--- config.mk ---
export PLATFORM = sky130hd
export DESIGN_NAME = rs_param
export DESIGN_NICKNAME = d
export VERILOG_FILES = /design/src/rtl/rs_param.sv
export SDC_FILE = /design/constraint.sdc
export NUM_CORES = 2
export LEC_CHECK = 0
export BUFFER_PORTS_ARGS = -buffer_cell sky130_fd_sc_hd__buf_2
export CELL_PAD_IN_SITES_DETAIL_PLACEMENT = 0
export CELL_PAD_IN_SITES_GLOBAL_PLACEMENT = 2
export CORE_UTILIZATION = 36
export CTS_BUF_LIST = sky130_fd_sc_hd__clkbuf_8 sky130_fd_sc_hd__clkbuf_16
export DETAILED_ROUTE_END_ITERATION = 6
export PLACE_DENSITY = 0.77
export SLEW_MARGIN = 25
export SYNTH_ARGS = -nofsm -noshare
export SYNTH_HDL_FRONTEND = slang
export SYNTH_HIERARCHICAL = 1
export SYNTH_SLANG_ARGS = --single-unit
--- constraint.sdc ---
create_clock -name clk -period 3.55 [get_ports clk]
set_input_delay 0.355 -clock clk [delete_from_list [all_inputs] [get_ports clk]]
set_output_delay 0.355 -clock clk [all_outputs]
set_load 0.05 [all_outputs]
--- src/rtl/rs_param.sv ---
// rtl/rs_param.sv - two-pool reservation station (ALU/branch, load/store) with oldest-first issue
// rs_pool holds one pool plus its issue register; rs_param routes dispatch between two pools.

module rs_pool #(
  parameter int DEPTH  = 3,
  parameter int TAG_W  = 3,
  parameter int DATA_W = 32,
  parameter int X_W    = 1
) (
  input  logic              clk,
  input  logic              rst,
  input  logic              pause,
  input  logic              flush,
  input  logic              alloc,
  input  logic [4:0]        in_op,
  input  logic [TAG_W-1:0]  in_q1,
  input  logic [TAG_W-1:0]  in_q2,
  input  logic [DATA_W-1:0] in_v1,
  input  logic [DATA_W-1:0] in_v2,
  input  logic [TAG_W-1:0]  in_des,
  input  logic [X_W-1:0]    in_x,
  input  logic [TAG_W-1:0]  alu_cdb_tag,
  input  logic [DATA_W-1:0] alu_cdb_data,
  input  logic [TAG_W-1:0]  mem_cdb_tag,
  input  logic [DATA_W-1:0] mem_cdb_data,
  output logic              has_free,
  output logic              out_valid,
  input  logic              out_ready,
  output logic [4:0]        out_op,
  output logic [DATA_W-1:0] out_v1,
  output logic [DATA_W-1:0] out_v2,
  output logic [TAG_W-1:0]  out_des,
  output logic [X_W-1:0]    out_x
);
  logic [DEPTH-1:0]  busy_q, busy_d;
  logic [4:0]        op_q [DEPTH], op_d [DEPTH];
  logic [TAG_W-1:0]  q1_q [DEPTH], q1_d [DEPTH], q2_q [DEPTH], q2_d [DEPTH];
  logic [TAG_W-1:0]  des_q [DEPTH], des_d [DEPTH];
  logic [DATA_W-1:0] v1_q [DEPTH], v1_d [DEPTH], v2_q [DEPTH], v2_d [DEPTH];
  logic [X_W-1:0]    x_q [DEPTH], x_d [DEPTH];
  // older_q[i][j] set: entry i was allocated before entry j
  logic [DEPTH-1:0]  older_q [DEPTH], older_d [DEPTH];
  logic              valid_q, valid_d;
  logic [4:0]        pop_op_q, pop_op_d;
  logic [DATA_W-1:0] pop_v1_q, pop_v1_d, pop_v2_q, pop_v2_d;
  logic [TAG_W-1:0]  pop_des_q, pop_des_d;
  logic [X_W-1:0]    pop_x_q, pop_x_d;

  logic [DEPTH-1:0]  rdy, sel_oh, free_oh;
  logic              found, load;
  logic [4:0]        sel_op;
  logic [DATA_W-1:0] sel_v1, sel_v2;
  logic [TAG_W-1:0]  sel_des;
  logic [X_W-1:0]    sel_x;

  always_comb begin
    busy_d = busy_q;  op_d = op_q;  q1_d = q1_q;  q2_d = q2_q;  des_d = des_q;
    v1_d = v1_q;  v2_d = v2_q;  x_d = x_q;  older_d = older_q;
    valid_d = valid_q;  pop_op_d = pop_op_q;  pop_v1_d = pop_v1_q;  pop_v2_d = pop_v2_q;
    pop_des_d = pop_des_q;  pop_x_d = pop_x_q;
    rdy = '0;  sel_oh = '0;  free_oh = '0;  found = 1'b0;
    sel_op = '0;  sel_v1 = '0;  sel_v2 = '0;  sel_des = '0;  sel_x = '0;
    load = !valid_q || out_ready;

    for (int i = 0; i < DEPTH; i++) rdy[i] = busy_q[i] && (q1_q[i] == '0) && (q2_q[i] == '0);
    for (int i = 0; i < DEPTH; i++) begin
      sel_oh[i] = rdy[i];
      for (int j = 0; j < DEPTH; j++)
        if (j != i && rdy[j] && !older_q[i][j]) sel_oh[i] = 1'b0;
    end
    for (int i = 0; i < DEPTH; i++) begin
      if (!busy_q[i] && !found) begin
        free_oh[i] = 1'b1;
        found      = 1'b1;
      end
      if (sel_oh[i]) begin
        sel_op |= op_q[i];  sel_v1 |= v1_q[i];  sel_v2 |= v2_q[i];
        sel_des |= des_q[i];  sel_x |= x_q[i];
      end
    end

    if (!pause) begin
      if (load) begin
        valid_d = |sel_oh;
        if (|sel_oh) begin
          pop_op_d = sel_op;  pop_v1_d = sel_v1;  pop_v2_d = sel_v2;
          pop_des_d = sel_des;  pop_x_d = sel_x;
        end
        for (int i = 0; i < DEPTH; i++) begin
          if (sel_oh[i]) begin
            busy_d[i]  = 1'b0;
            older_d[i] = '0;
            for (int j = 0; j < DEPTH; j++) older_d[j][i] = 1'b0;
          end
        end
      end
      for (int i = 0; i < DEPTH; i++) begin
        if (q1_q[i] != '0 && q1_q[i] == alu_cdb_tag) begin
          v1_d[i] = alu_cdb_data;  q1_d[i] = '0;
        end else if (q1_q[i] != '0 && q1_q[i] == mem_cdb_tag) begin
          v1_d[i] = mem_cdb_data;  q1_d[i] = '0;
        end
        if (q2_q[i] != '0 && q2_q[i] == alu_cdb_tag) begin
          v2_d[i] = alu_cdb_data;  q2_d[i] = '0;
        end else if (q2_q[i] != '0 && q2_q[i] == mem_cdb_tag) begin
          v2_d[i] = mem_cdb_data;  q2_d[i] = '0;
        end
      end
      for (int i = 0; i < DEPTH; i++) begin
        if (alloc && free_oh[i]) begin
          busy_d[i] = 1'b1;  op_d[i] = in_op;  des_d[i] = in_des;  x_d[i] = in_x;
          v1_d[i] = in_v1;  q1_d[i] = in_q1;  v2_d[i] = in_v2;  q2_d[i] = in_q2;
          if (in_q1 != '0 && in_q1 == alu_cdb_tag) begin
            v1_d[i] = alu_cdb_data;  q1_d[i] = '0;
          end else if (in_q1 != '0 && in_q1 == mem_cdb_tag) begin
            v1_d[i] = mem_cdb_data;  q1_d[i] = '0;
          end
          if (in_q2 != '0 && in_q2 == alu_cdb_tag) begin
            v2_d[i] = alu_cdb_data;  q2_d[i] = '0;
          end else if (in_q2 != '0 && in_q2 == mem_cdb_tag) begin
            v2_d[i] = mem_cdb_data;  q2_d[i] = '0;
          end
          older_d[i] = '0;
          for (int j = 0; j < DEPTH; j++) older_d[j][i] = (j != i) && busy_d[j];
        end
      end
    end

    if (flush) begin
      busy_d  = '0;
      valid_d = 1'b0;
      for (int i = 0; i < DEPTH; i++) older_d[i] = '0;
    end
  end

  always_ff @(posedge clk) begin
    if (!rst) begin
      busy_q <= '0;  older_q <= '{default: '0};
      op_q <= '{default: '0};  q1_q <= '{default: '0};  q2_q <= '{default: '0};
      des_q <= '{default: '0};  v1_q <= '{default: '0};  v2_q <= '{default: '0};
      x_q <= '{default: '0};
      valid_q <= 1'b0;  pop_op_q <= 5'b11111;  pop_v1_q <= '0;  pop_v2_q <= '0;
      pop_des_q <= '0;  pop_x_q <= '0;
    end else begin
      busy_q <= busy_d;  older_q <= older_d;
      op_q <= op_d;  q1_q <= q1_d;  q2_q <= q2_d;  des_q <= des_d;
      v1_q <= v1_d;  v2_q <= v2_d;  x_q <= x_d;
      valid_q <= valid_d;  pop_op_q <= pop_op_d;  pop_v1_q <= pop_v1_d;
      pop_v2_q <= pop_v2_d;  pop_des_q <= pop_des_d;  pop_x_q <= pop_x_d;
    end
  end

  assign has_free  = ~&busy_q;
  assign out_valid = valid_q;
  assign out_op    = pop_op_q;
  assign out_v1    = pop_v1_q;
  assign out_v2    = pop_v2_q;
  assign out_des   = pop_des_q;
  assign out_x     = pop_x_q;
endmodule

module rs_param #(
  parameter int ALU_DEPTH = 3,
  parameter int MEM_DEPTH = 3,
  parameter int TAG_W     = 3,
  parameter int DATA_W    = 32
) (
  input  logic              clk,
  input  logic              rst,
  input  logic              pause,
  input  logic              flush,
  input  logic              in_valid,
  output logic              in_ready,
  input  logic [4:0]        in_op,
  input  logic              in_is_branch,
  input  logic [TAG_W-1:0]  in_des,
  input  logic [DATA_W-1:0] in_v1,
  input  logic [DATA_W-1:0] in_v2,
  input  logic [TAG_W-1:0]  in_q1,
  input  logic [TAG_W-1:0]  in_q2,
  input  logic [DATA_W-1:0] in_imm,
  input  logic [TAG_W-1:0]  alu_cdb_tag,
  input  logic [DATA_W-1:0] alu_cdb_data,
  input  logic [TAG_W-1:0]  mem_cdb_tag,
  input  logic [DATA_W-1:0] mem_cdb_data,
  output logic              alu_valid,
  input  logic              alu_ready,
  output logic [4:0]        alu_op,
  output logic [DATA_W-1:0] alu_value1,
  output logic [DATA_W-1:0] alu_value2,
  output logic [TAG_W-1:0]  alu_des,
  output logic              alu_is_branch,
  output logic              mem_valid,
  input  logic              mem_ready,
  output logic [4:0]        mem_op,
  output logic [DATA_W-1:0] mem_value1,
  output logic [DATA_W-1:0] mem_value2,
  output logic [DATA_W-1:0] mem_imm,
  output logic [TAG_W-1:0]  mem_des
);
  logic is_mem, is_bubble, alu_free, mem_free, fire;

  // a bubble has no target pool; it is accepted and dropped so dispatch never stalls on it
  assign is_mem    = (in_op >= 5'd18) && (in_op <= 5'd25);
  assign is_bubble = (in_op == 5'b11111);
  assign in_ready  = rst && !pause && !flush && (is_bubble || (is_mem ? mem_free : alu_free));
  assign fire      = in_valid && in_ready && !is_bubble;

  rs_pool #(.DEPTH(ALU_DEPTH), .TAG_W(TAG_W), .DATA_W(DATA_W), .X_W(1)) u_alu (
    .clk(clk), .rst(rst), .pause(pause), .flush(flush), .alloc(fire && !is_mem),
    .in_op(in_op), .in_q1(in_q1), .in_q2(in_q2), .in_v1(in_v1), .in_v2(in_v2),
    .in_des(in_des), .in_x(in_is_branch),
    .alu_cdb_tag(alu_cdb_tag), .alu_cdb_data(alu_cdb_data),
    .mem_cdb_tag(mem_cdb_tag), .mem_cdb_data(mem_cdb_data),
    .has_free(alu_free), .out_valid(alu_valid), .out_ready(alu_ready),
    .out_op(alu_op), .out_v1(alu_value1), .out_v2(alu_value2), .out_des(alu_des),
    .out_x(alu_is_branch)
  );

  rs_pool #(.DEPTH(MEM_DEPTH), .TAG_W(TAG_W), .DATA_W(DATA_W), .X_W(DATA_W)) u_mem (
    .clk(clk), .rst(rst), .pause(pause), .flush(flush), .alloc(fire && is_mem),
    .in_op(in_op), .in_q1(in_q1), .in_q2(in_q2), .in_v1(in_v1), .in_v2(in_v2),
    .in_des(in_des), .in_x(in_imm),
    .alu_cdb_tag(alu_cdb_tag), .alu_cdb_data(alu_cdb_data),
    .mem_cdb_tag(mem_cdb_tag), .mem_cdb_data(mem_cdb_data),
    .has_free(mem_free), .out_valid(mem_valid), .out_ready(mem_ready),
    .out_op(mem_op), .out_v1(mem_value1), .out_v2(mem_value2), .out_des(mem_des),
    .out_x(mem_imm)
  );
endmodule

==> impl_metrics.env <==
export IMPL_status="complete, but fails checks"
export IMPL_violations="DRC"
export IMPL_grt_pass1_vias=37060
export IMPL_vdd_drop_max_v=0.0003545
export IMPL_hold_buffers=33
export IMPL_whs_ps=34.98
export IMPL_min_path_type="primary input to flop"
export IMPL_htree_levels=3
export IMPL_drive_gt1_share_pct=17.96
export IMPL_grt_overflow=0
export IMPL_postRouteAntennaNets=0
export IMPL_grt_max_degree=152
export IMPL_dp_hpwl_mm=111.0
export IMPL_skew_ps=26.45
export IMPL_io_pins=368
export IMPL_ys_warn_count=6
export IMPL_drc_errors=27
export IMPL_yosysSeqAreaShare_pct=41.07
export IMPL_holdPathStages=3
export IMPL_rows=117
export IMPL_wl_mm=182.6
export IMPL_setup_viol=0
export IMPL_end_kind="flop"
export IMPL_powerDensity_nw_per_um2=439.3
export IMPL_insertion_delay_ps=690
export IMPL_worst_slew_pin_slew_ps=1069
export IMPL_hold_viol_final=0
export IMPL_clockRootBuffer="clkbuf_16"
export IMPL_ff2ff_path_depth=8
export IMPL_cts_buffers=90
export IMPL_dieHeight_um=323.6
export IMPL_startpoint_type="flop"
export IMPL_critPathMaxFanout=32
export IMPL_rsz0062_at_grt="no"
export IMPL_gp_congestion=0.8524
export IMPL_die_area_um2=104700
export IMPL_cts_sinks=764
export IMPL_drt_pass1_iterations=7
export IMPL_ys_flop_type="dfxtp_1"
export IMPL_fin_setup_tns_ps=0
export IMPL_drv_slew=0
export IMPL_nFillCells=10370
export IMPL_cts_buffer_depth=3
export IMPL_slew_headroom_pct=28.70
export IMPL_post_cts_buffers=0
export IMPL_portBuffers=367
export IMPL_crit_arrival_ps=3940
export IMPL_synth_area_per_cell_um2=8.419
export IMPL_antenna_found_initial=21
export IMPL_core_um2=102200
export IMPL_vias=40010
export IMPL_fin_nets=4787
export IMPL_async_reset_ff_share_pct=0
export IMPL_synthCells=4424
export IMPL_clkTransAtPathRegs_ps=60
export IMPL_synth_cell_types=84
export IMPL_worstSetupPathType="flop to flop"
export IMPL_finalNonFillerCells=6036
export IMPL_wl_per_cell_um=30.25
export IMPL_regArea_um2=15290
export IMPL_fmax_mhz=297.2
export IMPL_initial_core_util_pct=36.45
export IMPL_drt_iter0_drc=5379
export IMPL_multi_input_comb_area_um2=19710
export IMPL_ys_seq_elements=764
export IMPL_cap_violations=0
export IMPL_syn_area_um2=37240
export IMPL_dp_cells=5841
export IMPL_required_ps=4130
export IMPL_synth_nets=4612
export IMPL_cts_resized=0
export IMPL_via_per_inst=6.629
export IMPL_finalCritPeriodShare_pct=94.78
export IMPL_tritoncts="done"
export IMPL_grtUsageTotal_pct=33.36
export IMPL_min_period_ps=3365
export IMPL_area_growth_syn_to_layout_pct=19.74
export IMPL_die_w_um=323.6
export IMPL_leakage_nw=15.26
export IMPL_synth_edff_count=0
export IMPL_grt_pass1_wl_mm=263.6
-- worst max-delay path, stage by stage (launching register included) --
cell	delay, ps
dfxtp_1	390
nand3_1	190
nand4_1	140
nor4b_1	500
buf_4	240
nand2b_1	240
mux2_2	960
a222oi_1	270
a211oi_1	310
-- cell families after synthesis --
family	synth area share, %
flip-flops	41.07
multiplexers	1.633
buffers and inverters	6.900
AND/OR/NAND/NOR	13.45
AO/OA/AOI/OAI	34.98
XOR/XNOR	1.975
-- Yosys cell counts, types with 112 or more instances --
master	count	share of area, %
nor2_1	234	2.4
inv_1	136	1.4
o22ai_1	160	2.7
o21ai_0	151	2.0
dfxtp_1	764	41
nand3_1	136	1.8
clkbuf_1	462	4.7
a222oi_1	184	4.9
nor4_1	112	1.9
a21oi_1	462	6.2
o41ai_1	168	4.0
nand2_1	404	4.1
-- cell type report --
cell class | count | share of cell area [%]
multi-input cells | 2996 | 44.20
flip-flops and latches | 764 | 34.30
repair buffers | 608 | 9.775
clock buffers | 112 | 5.780
well taps | 1368 | 3.838
inverters | 139 | 1.181
clock inverters | 47 | 0.9230
diodes | 2 | 0.01122
-- through the flow --
| step | util [%] | area (um2) | power [mW] | setup WS (ps) |
|---|---|---|---|---|
| floorplan | - | 37240 | 9.455 | 414.6 |
| global placement | 40.36 | 41240 | 10.18 | 141.1 |
| detailed placement | 40.36 | 41240 | 10.18 | 17.60 |
| CTS | 43.61 | 44560 | 19.70 | 227.3 |
| global route | 43.64 | 44590 | 20.10 | 25.97 |
| finish | 43.64 | 44600 | 19.59 | 185.2 |
-- metal layers --
metal	routed length [um]	track usage, %	share of wire [%]	vias up
li1	-	-	-	17620
met1	74740	44.14	41	19830
met2	82310	51.94	45	2128
met3	15660	6.162	8.6	399
met4	9657	16.58	5.3	34
met5	197	0	0.11	-
-- state kept, by name, summed over array words and instances, names as in the netlist, 5 cells and up --
name	flops
u_alu/des_q	9
u_alu/older_q	6
u_alu/op_q	15
u_alu/out_op	5
u_alu/out_v1	32
u_alu/out_v2	32
u_alu/q1_q	9
u_alu/q2_q	9
u_alu/v1_q	96
u_alu/v2_q	96
u_mem/des_q	9
u_mem/older_q	6
u_mem/op_q	15
u_mem/out_op	5
u_mem/out_v1	32
u_mem/out_v2	32
u_mem/out_x	32
u_mem/q1_q	9
u_mem/q2_q	9
u_mem/v1_q	96
u_mem/v2_q	96
u_mem/x_q	96
-- path summary, 6_finish.rpt --
kind	endpoint	from	slack [ps]
min	u_mem/des_q[8]$_SDFFE_PN0P_	in_des[2]	30
max	u_mem/v2_q[66]$_SDFFE_PN0P_	u_mem/busy_q[2]$_SDFFE_PP0N_	190
max reg2reg	u_mem/v2_q[66]$_SDFFE_PN0P_	u_mem/busy_q[2]$_SDFFE_PP0N_	190
min reg2reg	u_alu/des_q[0]$_SDFFE_PN0P_	u_alu/des_q[0]$_SDFFE_PN0P_	450
-- where the power goes --
part	leakage, nW	internal (mW)	switching [mW]	total, mW
combinational	7.55	0.414	1.02	1.43
sequential	6.15	8.61	0.0203	8.63
clock	1.56	5.55	3.98	9.53
-- placed cells by master (no fill, tap or decap), types with 154 or more instances in the layout --
master | synthesis | layout
a222oi_1 | 184 | 184
a21oi_1 | 462 | 459
dfxtp_1 | 764 | 764
o22ai_1 | 160 | 160
nor2_1 | 234 | 227
buf_4 | 1 | 159
nand2_1 | 404 | 403
inv_1 | 136 | 154
o41ai_1 | 168 | 168
buf_2 | 47 | 366
No activity file was read; power rests on OpenSTA's default activity.
